===== config.mk =====
export PLATFORM = sky130hd
export DESIGN_NAME = pipealu_issue_ctrl
export DESIGN_NICKNAME = d
export VERILOG_FILES = /design/src/rtl/pipealu_pkg.sv /design/src/rtl/pipealu_issue_fifo.sv /design/src/rtl/pipealu_issue_ctrl.sv
export SDC_FILE = /design/constraint.sdc
export NUM_CORES = 1
export LEC_CHECK = 0
export CAP_MARGIN = 20
export CORE_ASPECT_RATIO = 0.8
export CORE_UTILIZATION = 56
export CTS_CLUSTER_SIZE = 16
export DETAILED_ROUTE_END_ITERATION = 8
export PLACE_DENSITY = 0.87
export SKIP_CTS_REPAIR_TIMING = 1
export SLEW_MARGIN = 20
export SYNTH_ARGS = -nofsm -noshare
export SYNTH_HDL_FRONTEND = slang
export SYNTH_SLANG_ARGS = --single-unit
export TNS_END_PERCENT = 20

===== constraint.sdc =====
create_clock -name clk -period 4.4 [get_ports clk]
set_input_delay 0.88 -clock clk [delete_from_list [all_inputs] [get_ports clk]]
set_output_delay 0.88 -clock clk [all_outputs]
set_load 0.05 [all_outputs]

===== src/rtl/pipealu_pkg.sv =====
// -----------------------------------------------------------------------------
// pipealu_pkg
// Shared definitions for the pipealu issue controller and its testbench:
//   - opcode constants and the NOP instruction word
//   - instruction field positions and field-extraction helpers
//   - issue FSM state enum and scoreboard entry type
// -----------------------------------------------------------------------------
package pipealu_pkg;

    // Opcodes
    localparam logic [3:0] OP_AND = 4'h0;
    localparam logic [3:0] OP_OR  = 4'h1;
    localparam logic [3:0] OP_ADD = 4'h2;
    localparam logic [3:0] OP_SUB = 4'h6;
    localparam logic [3:0] OP_SLT = 4'h7;
    localparam logic [3:0] OP_NOR = 4'hC;
    localparam logic [3:0] OP_NOP = 4'hF;

    localparam logic [15:0] NOP_INSTR = 16'hf000;

    // Instruction field positions
    localparam int unsigned OPC_MSB = 15;
    localparam int unsigned OPC_LSB = 12;
    localparam int unsigned RS_MSB  = 11;
    localparam int unsigned RS_LSB  = 8;
    localparam int unsigned RT_MSB  = 7;
    localparam int unsigned RT_LSB  = 4;
    localparam int unsigned RD_MSB  = 3;
    localparam int unsigned RD_LSB  = 0;

    typedef enum logic [1:0] {
        ST_IDLE  = 2'd0,
        ST_ISSUE = 2'd1,
        ST_STALL = 2'd2,
        ST_FLUSH = 2'd3
    } issue_state_e;

    typedef struct packed {
        logic       valid;
        logic [3:0] rd;
    } sb_entry_t;

    function automatic logic [3:0] f_opc(input logic [15:0] instr);
        return instr[OPC_MSB:OPC_LSB];
    endfunction

    function automatic logic [3:0] f_rs(input logic [15:0] instr);
        return instr[RS_MSB:RS_LSB];
    endfunction

    function automatic logic [3:0] f_rt(input logic [15:0] instr);
        return instr[RT_MSB:RT_LSB];
    endfunction

    function automatic logic [3:0] f_rd(input logic [15:0] instr);
        return instr[RD_MSB:RD_LSB];
    endfunction

    // True for opcodes that read rs/rt and write rd.
    function automatic logic is_alu_op(input logic [3:0] opc);
        logic r;
        case (opc)
            OP_AND, OP_OR, OP_ADD, OP_SUB, OP_SLT, OP_NOR: r = 1'b1;
            default:                                       r = 1'b0;
        endcase
        return r;
    endfunction

    function automatic logic is_nop_op(input logic [3:0] opc);
        return opc == OP_NOP;
    endfunction

endpackage


===== src/rtl/pipealu_issue_fifo.sv =====
// -----------------------------------------------------------------------------
// pipealu_issue_fifo
// Synchronous FIFO buffering instructions ahead of the issue stage.
// Ports:
//   clk_i    clock
//   rst_ni   asynchronous active-low reset
//   clr_i    synchronous clear (empties the FIFO, wins over push/pop)
//   push_i   write data_i (ignored when full)
//   pop_i    drop the head entry (ignored when empty)
//   data_i   write data
//   head_o   oldest entry (valid when !empty_o)
//   full_o   no free entry
//   empty_o  no entry stored
// -----------------------------------------------------------------------------
module pipealu_issue_fifo #(
    parameter int unsigned DEPTH = 4,
    parameter int unsigned WIDTH = 16
) (
    input  logic             clk_i,
    input  logic             rst_ni,
    input  logic             clr_i,
    input  logic             push_i,
    input  logic             pop_i,
    input  logic [WIDTH-1:0] data_i,
    output logic [WIDTH-1:0] head_o,
    output logic             full_o,
    output logic             empty_o
);

    localparam int unsigned AW = (DEPTH > 1) ? $clog2(DEPTH) : 1;

    logic [WIDTH-1:0] mem_q [DEPTH];
    logic [AW-1:0]    wr_ptr_q, rd_ptr_q;
    logic [AW:0]      count_q;
    logic             push_ok, pop_ok;

    assign full_o  = (count_q == (AW+1)'(DEPTH));
    assign empty_o = (count_q == '0);
    assign head_o  = mem_q[rd_ptr_q];

    assign push_ok = push_i && !full_o;
    assign pop_ok  = pop_i && !empty_o;

    // DEPTH is a power of two, so pointers wrap naturally.
    always_ff @(posedge clk_i or negedge rst_ni) begin
        if (!rst_ni) begin
            wr_ptr_q <= '0;
            rd_ptr_q <= '0;
            count_q  <= '0;
        end else if (clr_i) begin
            wr_ptr_q <= '0;
            rd_ptr_q <= '0;
            count_q  <= '0;
        end else begin
            if (push_ok) begin
                wr_ptr_q <= wr_ptr_q + 1'b1;
            end
            if (pop_ok) begin
                rd_ptr_q <= rd_ptr_q + 1'b1;
            end
            case ({push_ok, pop_ok})
                2'b10:   count_q <= count_q + 1'b1;
                2'b01:   count_q <= count_q - 1'b1;
                default: count_q <= count_q;
            endcase
        end
    end

    // Storage needs no reset: entries are only read once written.
    always_ff @(posedge clk_i) begin
        if (push_ok && !clr_i) begin
            mem_q[wr_ptr_q] <= data_i;
        end
    end

endmodule


===== src/rtl/pipealu_issue_ctrl.sv =====
// -----------------------------------------------------------------------------
// pipealu_issue_ctrl
// In-order issue controller in front of pipealu. Buffers instructions in a
// FIFO, blocks RAW hazards against an in-flight destination scoreboard by
// issuing NOP bubbles, sanitises illegal opcodes and supports a flush.
// Ports:
//   clk        clock
//   rst        asynchronous active-low reset
//   in_valid   requester presents in_instr
//   in_instr   {opcode, rs, rt, rd}
//   in_ready   FIFO accepts this cycle
//   flush      discard queue and drain pipeline
//   alu_instr  registered instruction to pipealu
//   stall      registered; alu_instr is a hazard bubble
//   illegal    registered pulse; illegal opcode replaced by NOP
//   busy       FIFO non-empty or scoreboard slot valid
//   stall_cnt  saturating count of hazard-bubble cycles
// -----------------------------------------------------------------------------
module pipealu_issue_ctrl
    import pipealu_pkg::*;
#(
    parameter int unsigned FIFO_DEPTH = 4,
    parameter int unsigned PIPE_DEPTH = 3
) (
    input  logic        clk,
    input  logic        rst,
    input  logic        in_valid,
    input  logic [15:0] in_instr,
    output logic        in_ready,
    input  logic        flush,
    output logic [15:0] alu_instr,
    output logic        stall,
    output logic        illegal,
    output logic        busy,
    output logic [15:0] stall_cnt
);

    issue_state_e state_q, state_d;
    sb_entry_t    sb_q [PIPE_DEPTH];
    sb_entry_t    sb_new;

    logic [15:0] alu_instr_q, alu_instr_d;
    logic        stall_q, stall_d;
    logic        illegal_q, illegal_d;
    logic [15:0] stall_cnt_q, stall_cnt_d;

    logic        fifo_push, fifo_pop, fifo_full, fifo_empty;
    logic [15:0] head;
    logic        head_legal, hazard, sb_any;

    // ------------------------------------------------------------------
    // Input FIFO
    // ------------------------------------------------------------------
    assign in_ready  = !fifo_full && (state_q != ST_FLUSH) && !flush;
    assign fifo_push = in_valid && in_ready;

    pipealu_issue_fifo #(
        .DEPTH (FIFO_DEPTH),
        .WIDTH (16)
    ) u_fifo (
        .clk_i   (clk),
        .rst_ni  (rst),
        .clr_i   (flush),
        .push_i  (fifo_push),
        .pop_i   (fifo_pop),
        .data_i  (in_instr),
        .head_o  (head),
        .full_o  (fifo_full),
        .empty_o (fifo_empty)
    );

    // ------------------------------------------------------------------
    // Hazard detection against every valid in-flight destination
    // ------------------------------------------------------------------
    assign head_legal = is_alu_op(f_opc(head));

    always_comb begin
        hazard = 1'b0;
        sb_any = 1'b0;
        for (int unsigned i = 0; i < PIPE_DEPTH; i++) begin
            if (sb_q[i].valid) begin
                sb_any = 1'b1;
                if ((sb_q[i].rd == f_rs(head)) || (sb_q[i].rd == f_rt(head))) begin
                    hazard = 1'b1;
                end
            end
        end
        hazard = hazard && head_legal && !fifo_empty;
    end

    assign busy = !fifo_empty || sb_any;

    // ------------------------------------------------------------------
    // FSM: state register
    // ------------------------------------------------------------------
    always_ff @(posedge clk or negedge rst) begin
        if (!rst) begin
            state_q <= ST_IDLE;
        end else begin
            state_q <= state_d;
        end
    end

    // ------------------------------------------------------------------
    // FSM: next state (priority ordered)
    // ------------------------------------------------------------------
    always_comb begin
        state_d = state_q;
        if (flush) begin
            state_d = ST_FLUSH;
        end else if (state_q == ST_FLUSH && sb_any) begin
            state_d = ST_FLUSH;
        end else if (fifo_empty) begin
            state_d = ST_IDLE;
        end else if (hazard) begin
            state_d = ST_STALL;
        end else begin
            state_d = ST_ISSUE;
        end
    end

    // ------------------------------------------------------------------
    // FSM: outputs. The registered outputs describe the state being
    // entered, so they are decoded from state_d.
    // ------------------------------------------------------------------
    always_comb begin
        fifo_pop    = 1'b0;
        alu_instr_d = NOP_INSTR;
        stall_d     = 1'b0;
        illegal_d   = 1'b0;
        stall_cnt_d = stall_cnt_q;
        sb_new      = '0;
        case (state_d)
            ST_ISSUE: begin
                fifo_pop = 1'b1;
                if (head_legal) begin
                    alu_instr_d  = head;
                    sb_new.valid = 1'b1;
                    sb_new.rd    = f_rd(head);
                end else if (is_nop_op(f_opc(head))) begin
                    alu_instr_d = head;
                end else begin
                    illegal_d = 1'b1;
                end
            end
            ST_STALL: begin
                stall_d = 1'b1;
                if (stall_cnt_q != '1) begin
                    stall_cnt_d = stall_cnt_q + 16'd1;
                end
            end
            default: begin
            end
        endcase
    end

    // ------------------------------------------------------------------
    // Registered outputs and scoreboard shift
    // ------------------------------------------------------------------
    always_ff @(posedge clk or negedge rst) begin
        if (!rst) begin
            alu_instr_q <= NOP_INSTR;
            stall_q     <= 1'b0;
            illegal_q   <= 1'b0;
            stall_cnt_q <= '0;
            for (int unsigned i = 0; i < PIPE_DEPTH; i++) begin
                sb_q[i] <= '0;
            end
        end else begin
            alu_instr_q <= alu_instr_d;
            stall_q     <= stall_d;
            illegal_q   <= illegal_d;
            stall_cnt_q <= stall_cnt_d;
            sb_q[0]     <= sb_new;
            for (int unsigned i = 1; i < PIPE_DEPTH; i++) begin
                sb_q[i] <= sb_q[i-1];
            end
        end
    end

    assign alu_instr = alu_instr_q;
    assign stall     = stall_q;
    assign illegal   = illegal_q;
    assign stall_cnt = stall_cnt_q;

endmodule


==> results of run 1 <==
state kept, by name, summed over array words and instances (netlist names):
register / cells
stall: 1
state_q: 2
alu_instr: 16
u_fifo.mem_q: 64
illegal: 1
stall_cnt: 16
sb_q: 15
u_fifo.wr_ptr_q: 2
u_fifo.count_q: 3
u_fifo.rd_ptr_q: 2
logic make-up (layout without fill, tap and decap cells):
kind of cell | Yosys count | count (layout) | synth area share
simple gates | 87 | 87 | 0.0975
buf+inv | 23 | 104 | 0.0250
mux | 21 | 21 | 0.0828
xor+xnor | 42 | 42 | 0.0750
compound gates | 16 | 16 | 0.0280
flops | 122 | 122 | 0.675
fa+ha+maj | 6 | 6 | 0.0165
cells in the final DEF (no fill, tap or decap), types with 2 or more instances in the layout:
master           Yosys  routed
inv_1               14      14
inv_8                0       2
and3_1               9       9
clkbuf_16            0      16
nand2b_1             6       6
nand4_1             13      13
o21ai_0              4       4
xor2_1               3       3
buf_4                1       3
nor2b_1              5       5
ha_1                 5       5
mux2_2               2       2
edfxtp_1            64      64
dfrtp_1             54      54
a21boi_1             3       3
mux2i_1              2       2
nand3_1              8       8
clkdlybuf4s50_1      0      54
dfstp_2              4       4
clkinvlp_4           0       5
bufinv_16            0       2
nor2_1              19      19
nor3_1               6       6
mux4_2              16      16
xnor2_1             38      38
and2_1               3       3
inv_6                0       4
or3_1                4       4
nand2_1              6       6
worst register-to-register path, delay by kind of cell (launching register included):
kind                     cells  cell delay [ns]
AO/OA/AOI/OAI                1             0.29
adder cells (fa/ha/maj)      1             0.43
buffers and inverters        1             0.35
flip-flops                   1             0.68
multiplexers                 2             0.90
AND/OR/NAND/NOR              4             0.86
cells in the mapped netlist (all sizes together), types with 2 or more instances:
master | instances | share of area
edfxtp | 64 | 0.38
dfrtp | 54 | 0.27
xnor2 | 39 | 0.070
nor2 | 20 | 0.017
mux4 | 16 | 0.072
inv | 14 | 0.011
nand4 | 13 | 0.016
and3 | 10 | 0.014
nand3 | 8 | 0.0080
buf | 7 | 0.013
nand2 | 7 | 0.0068
nand2b | 6 | 0.0075
nor2b | 6 | 0.0080
nor3 | 6 | 0.0060
ha | 5 | 0.013
dfstp | 4 | 0.021
o21ai | 4 | 0.0040
or3 | 4 | 0.0050
a21boi | 3 | 0.0045
and2 | 3 | 0.0038
mux2 | 3 | 0.0068
xor2 | 3 | 0.0053
a21oi | 2 | 0.0043
clkbuf | 2 | 0.0015
mux2i | 2 | 0.0040
worst max path at each step:
| stage | to | slack, ns |
|---|---|---|
| 3_5_place_dp | in_ready | 0.64 |
| 2_1_floorplan | u_fifo.count_q[2] | 0.42 |
| 6_report | in_ready | 0.63 |
| 5_1_grt | u_fifo.count_q[1] | 0.51 |
| 3_3_place_gp | in_ready | 0.69 |
| 4_1_cts | in_ready | 0.64 |
power by group through the flow:
stage	registers (mW)	logic [mW]	clock network (mW)
finish	1.45	0.955	1.35
detailed placement	1.47	0.948	0
floorplan	1.59	0.567	0
global route	1.47	1.03	1.42
global placement	1.46	0.922	0
CTS	1.45	0.958	1.36
metal layers:
layer  GRT usage  up-vias  wire length, um
met2       0.375      101             4730
li1            -     1298                -
met3      0.0639       17              450
met4      0.0909        0              164
met1       0.278     1422             3860
met5           0        -                0
cell type report:
cell class / instances / area, um2 / share of cell area
Inverter: 14 / 52.6 / 0.00845
Multi-Input combinational cell: 172 / 1500 / 0.241
Tap cell: 112 / 140 / 0.0225
Clock inverter: 14 / 164 / 0.0263
Clock buffer: 18 / 418 / 0.0672
Sequential cell: 122 / 3380 / 0.543
Timing Repair Buffer: 58 / 568 / 0.0913
==> parameters.txt, run 1 <==
Parameter                              Value

Outcome
  Status    finished clean

Setup path
  Endpoint arrival time on the critical path    2.89 ns
  Critical path buffer and inverter count    2
  Cell with the largest stage delay on the worst path    clkdlybuf4s50_1
  Launching element of the worst setup path    flush
  Path depth of the worst reg2reg path    9
  Cell type with the highest occurrence count on the critical path    clkdlybuf4s50_1
  Sort of element at the start of the critical path    input pin
  Worst endpoint required time    3.52 ns
  Endpoint class of the critical path    primary output
  Slowest stage delay, CP    0.91 ns
  Critical-path cell list    clkdlybuf4s50_1, a221oi_1, clkdlybuf4s50_1
  Largest fanout of any net on the critical path    10
  Worst-case register-to-register setup slack    0.79 ns
  Largest delay share family, worst path    buffers and inverters
  Stages on the worst setup path    3
  Critical R2R Capture    u_fifo.count_q[1]
  Launch point of the worst reg-to-reg path    u_fifo.rd_ptr_q[0]
  Crit Path Class    input pin to primary output

STA
  Max-slew violation count    0
  Post-layout minimum cycle time    3.77 ns
  Slew at the pin with the worst max-slew slack    0.939 ns
  Setup repair after global routing missed its margin    false
  Final clock period utilization by the worst path    0.857
  Fmax achieved    0.265 GHz
  Final hold vios    0
  Worst hold margin    0.406 ns
  Fin worst setup slack    0.628 ns
  Sum of negative setup slack    0 ns
  Clock Skew    0.0115 ns
  Number of failing setup endpoints in the final timing report    0
  Slew margin rel.    0.374

Clock network
  H-tree level count    4
  Clock tree from TritonCTS    yes
  Clock transition at the registers of the reported paths    0.06 ns
  TritonCTS sink count    122
  Maximum root-to-sink buffer count    2
  CTS Buf Count    17
  Clock root cell    clkbuf_8
  Insertion delay of the later-clocked pin in the worst-skew pair    0.52 ns

Synth
  Ys async rst share    0.475
  Synthesized instance count    317
  Yosys reg bits    122
  Synthesized netlist net count    343
  Number of synthesized flops with an enable pin    64
  Avg Synthesized Cell Area    15.8 um2
  Most used flip-flop cell after synthesis    edfxtp_1
  Sequential element share of the synthesized area    0.675
  Number of warnings printed during yosys synthesis    0
  Post-synthesis instance area    5000 um2
  Count of different cell masters after synthesis    47

Power
  Internal power of the cells    2.55 mW
  Static power due to leakage    2.37 nW
  Switching power    1.20 mW
  Final Power    3.75 mW
  Register share of total power    0.386
  P per Cell Area    603 nW/um2
  Portion of total power attributed to combinational logic    0.255
  Fraction of power consumed by the clock network    0.360
  Switching share of power    0.320
  Worst-case vdd ir drop    0.446 mV

Cells and area
  Core occupancy in the finished layout    0.727
  Layout fillers    557
  Fraction of final layout cells with drive strength greater than 1    0.163
  Number of nets in the layout    411
  Final design instance area without fill    6220 um2
  Area growth from synthesis to final layout    24.3%
  Post-layout instance count excluding filler cells    510
  Total inserted antenna cells    0

Global routing
  Global-route wire length before repair    14.9 mm
  Number of antenna violations at the first check in global routing    0
  Remaining global-route overflow    0
  Global-route usage over all layers    0.224
  Largest net degree at the start of global routing    59
  Number of global-route vias before repair    2978

Floorplanning
  Die Y    86.5 um
  Number of core rows    30
  Initial cell density of the core    0.585
  I/O pin count    56
  Area enclosed by the die boundary    9320 um2
  X dimension of the die    108 um
  Core Box Area    8560 um2

Placement
  Quantity of I/O buffers inserted on ports    55
  Number of placed instances, taps included    478
  Placed instance area    5640 um2
  Final GP Congestion    0.801
  Total half-perimeter wirelength after legalization and detailed placement    5.81 mm
  Placement-stage worst setup slack    0.644 ns

Worst hold path
  Hold_sp    sb_q[9]
  Endpoint of the worst hold-timing path    sb_q[4]
  Worst min-delay path category    flip-flop to flip-flop
  Hold path depth    0

Routing
  DR pass1 iterations    4
  Drt via density    5.56
  Average wire per standard cell    18.0 um
  Drt first-iter violations    170
  DRC violations left    0
  Via count    2838
  ANT nets after route    0
  Detailed-route wire length    9.21 mm

Job
  Max-cap violations    0
No activity file was read; power rests on OpenSTA's default activity.
==> run 2, diff against run 1 <==
GPL_ROUTABILITY_DRIVEN = 0   (was not set)
RECOVER_POWER = 25   (was not set)
==> run 2 against run 1 <==
The run now ends with capacitance limit, slew limit left. Largest power group unchanged. Clock skew down 0.0022 ns. Sequential power about the same. Count of clock-buffer cells in the layout unchanged. Sequential cell count did not move. Non-clock buffer count unchanged. Utilization about the same. Sequential share of layout area is essentially flat. First-iteration DRC count decreased by 0.59%. Register-to-register slack got worse by 0.02 ns. Critical path type unchanged.
==> parameters.txt, run 2 (synthesis gave the netlist of run 1 again) <==
Parameter                              Value

Global routing
  Global-route usage over all layers    0.224 (unchanged)
  Remaining global-route overflow    0 (unchanged)
  Largest net degree at the start of global routing    59 (unchanged)
  Global-route wire length before repair    14.9 mm (unchanged)
  Number of antenna violations at the first check in global routing    0 (unchanged)
  Number of global-route vias before repair    2978 (unchanged)

Clock network
  TritonCTS sink count    122 (unchanged)
  Insertion delay of the later-clocked pin in the worst-skew pair    0.52 ns (about the same)
  Clock root cell    clkbuf_8
  Clock tree from TritonCTS    yes
  Clock transition at the registers of the reported paths    0.06 ns (about the same)
  CTS Buf Count    17 (unchanged)
  H-tree level count    4 (unchanged)
  Maximum root-to-sink buffer count    2 (unchanged)

Cells and area
  Top library cells by usage in the layout, fill and taps aside    edfxtp_1 (64), dfrtp_1 (54), clkdlybuf4s50_1 (49)
  Fraction of final layout cells with drive strength greater than 1    0.161 (-0.00251)
  Layout fillers    559 (+0.36%)
  Core occupancy in the finished layout    0.726 (about the same)
  Final design instance area without fill    6220 um2 (about the same)
  Number of nets in the layout    411 (unchanged)
  Total inserted antenna cells    0 (unchanged)
  Flip-flop count of the largest register, all copies and words added    64 (unchanged)
  Area growth from synthesis to final layout    24.3% (about the same)
  Reg with most FFs    u_fifo.mem_q
  Leading cell type in the layout, fill and taps excluded    edfxtp_1

Power
  Worst-case vdd ir drop    0.443 mV (-0.59%)
  Static power due to leakage    2.37 nW (about the same)
  P per Cell Area    603 nW/um2 (about the same)

Outcome
  Violations in the final reports    capacitance limit, slew limit
  Status    finished with violations

Worst hold path
  Endpoint of the worst hold-timing path    sb_q[4]
  Worst min-delay path category    flip-flop to flip-flop
  Hold_sp    sb_q[9]
  Hold path depth    0 (unchanged)

STA
  Fin worst setup slack    0.628 ns (+0.000552 ns)
  Slew margin rel.    -0.973 (-1.35)
  Clock Skew    0.00935 ns (-0.00216 ns)
  Worst hold margin    0.406 ns (+0.000503 ns)
  Fmax achieved    0.265 GHz (about the same)
  Sum of negative setup slack    0 ns (unchanged)
  Number of failing setup endpoints in the final timing report    0 (unchanged)
  Final clock period utilization by the worst path    0.857 (about the same)
  Max-slew violation count    59 (+59)
  Slew at the pin with the worst max-slew slack    2.96 ns (+2.02 ns)
  Final hold vios    0 (unchanged)
  Setup repair after global routing missed its margin    false
  Post-layout minimum cycle time    3.77 ns (-0.000552 ns)

Floorplanning
  Area enclosed by the die boundary    9320 um2 (unchanged)
  Number of core rows    30 (unchanged)
  X dimension of the die    108 um (unchanged)
  Die Y    86.5 um (unchanged)
  Core Box Area    8560 um2 (unchanged)
  Initial cell density of the core    0.585 (unchanged)
  I/O pin count    56 (unchanged)

Setup path
  Endpoint arrival time on the critical path    2.89 ns (about the same)
  Critical-path cell list    clkdlybuf4s50_1, a221oi_1, clkdlybuf4s50_1
  Launch point of the worst reg-to-reg path    u_fifo.rd_ptr_q[0]
  Cell type with the highest occurrence count on the critical path    clkdlybuf4s50_1
  Largest fanout of any net on the critical path    10 (unchanged)
  Endpoint class of the critical path    primary output
  Worst endpoint required time    3.52 ns (about the same)
  Sort of element at the start of the critical path    input pin
  Path depth of the worst reg2reg path    9 (unchanged)
  Slowest stage delay, CP    0.91 ns (about the same)
  Critical R2R Capture    u_fifo.count_q[1]
  Cell with the largest stage delay on the worst path    clkdlybuf4s50_1
  Worst-case register-to-register setup slack    0.77 ns (-0.02 ns)
  Crit Path Class    input pin to primary output

Routing
  DRC violations left    0 (unchanged)
  ANT nets after route    0 (unchanged)
  DR pass1 iterations    4 (unchanged)
  Average wire per standard cell    18.0 um (about the same)
  Drt first-iter violations    169 (-0.59%)
  Detailed-route wire length    9.20 mm (about the same)
  Drt via density    5.55 (-0.18%)
  Via count    2833 (-0.18%)

Job
  Max-cap violations    1 (+1)

Placement
  Total half-perimeter wirelength after legalization and detailed placement    5.81 mm (unchanged)
  Placement-stage worst setup slack    0.644 ns (unchanged)
  Quantity of I/O buffers inserted on ports    55 (unchanged)
  Placed instance area    5640 um2 (unchanged)
==> run 2: changes by cell type in the layout (fill, tap and decap cells not counted) <==
cell / before / now
buf_4: 3 / 2
clkbuf_1: 1 / 2
clkdlybuf4s50_1: 54 / 49
dlygate4sd3_1: 0 / 5
==> run 2: metal layers <==
layer	routed length, um	GRT usage
met1	3850	0.278
met2	4730	0.375
met3	447	0.0639
met4	164	0.0909
met5	0	0
==> run 2: power breakdown <==
group	internal, mW	leakage (nW)	total [mW]	switching, mW
logic	0.385	0.741	0.954	0.569
registers	1.35	1.36	1.45	0.102
clock network	0.820	0.269	1.35	0.528
==> run 2: area by class of cell <==
| type | instances | area, um2 | area share |
|---|---|---|---|
| Inverter | 14 | 52.6 | 0.00845 |
| Multi-Input combinational cell | 172 | 1500 | 0.241 |
| Clock inverter | 14 | 164 | 0.0264 |
| Timing Repair Buffer | 58 | 564 | 0.0908 |
| Clock buffer | 18 | 418 | 0.0672 |
| Tap cell | 112 | 140 | 0.0225 |
| Sequential cell | 122 | 3380 | 0.543 |
==> run 2: critical path, delay by kind of cell <==
family	cells	cell delay, ns
buffers and inverters	2	1.47
AOI/OAI and AO/OA	1	0.54
==> run 2: stage by stage <==
step	instances	power, mW
6_report	510	3.75
3_5_place_dp	478	2.42
3_3_place_gp	478	2.38
5_1_grt	510	3.91
2_1_floorplan	317	2.16
4_1_cts	510	3.77
==> run 2: how the worst max path moves through the flow <==
stage                                    to          startpoint  slack [ns]
final                              in_ready               flush        0.63
after global routing      u_fifo.count_q[1]  u_fifo.rd_ptr_q[0]        0.51
after CTS                          in_ready               flush        0.64
after detailed placement           in_ready               flush        0.64
after global placement             in_ready               flush        0.69
after floorplan           u_fifo.count_q[2]               flush        0.42
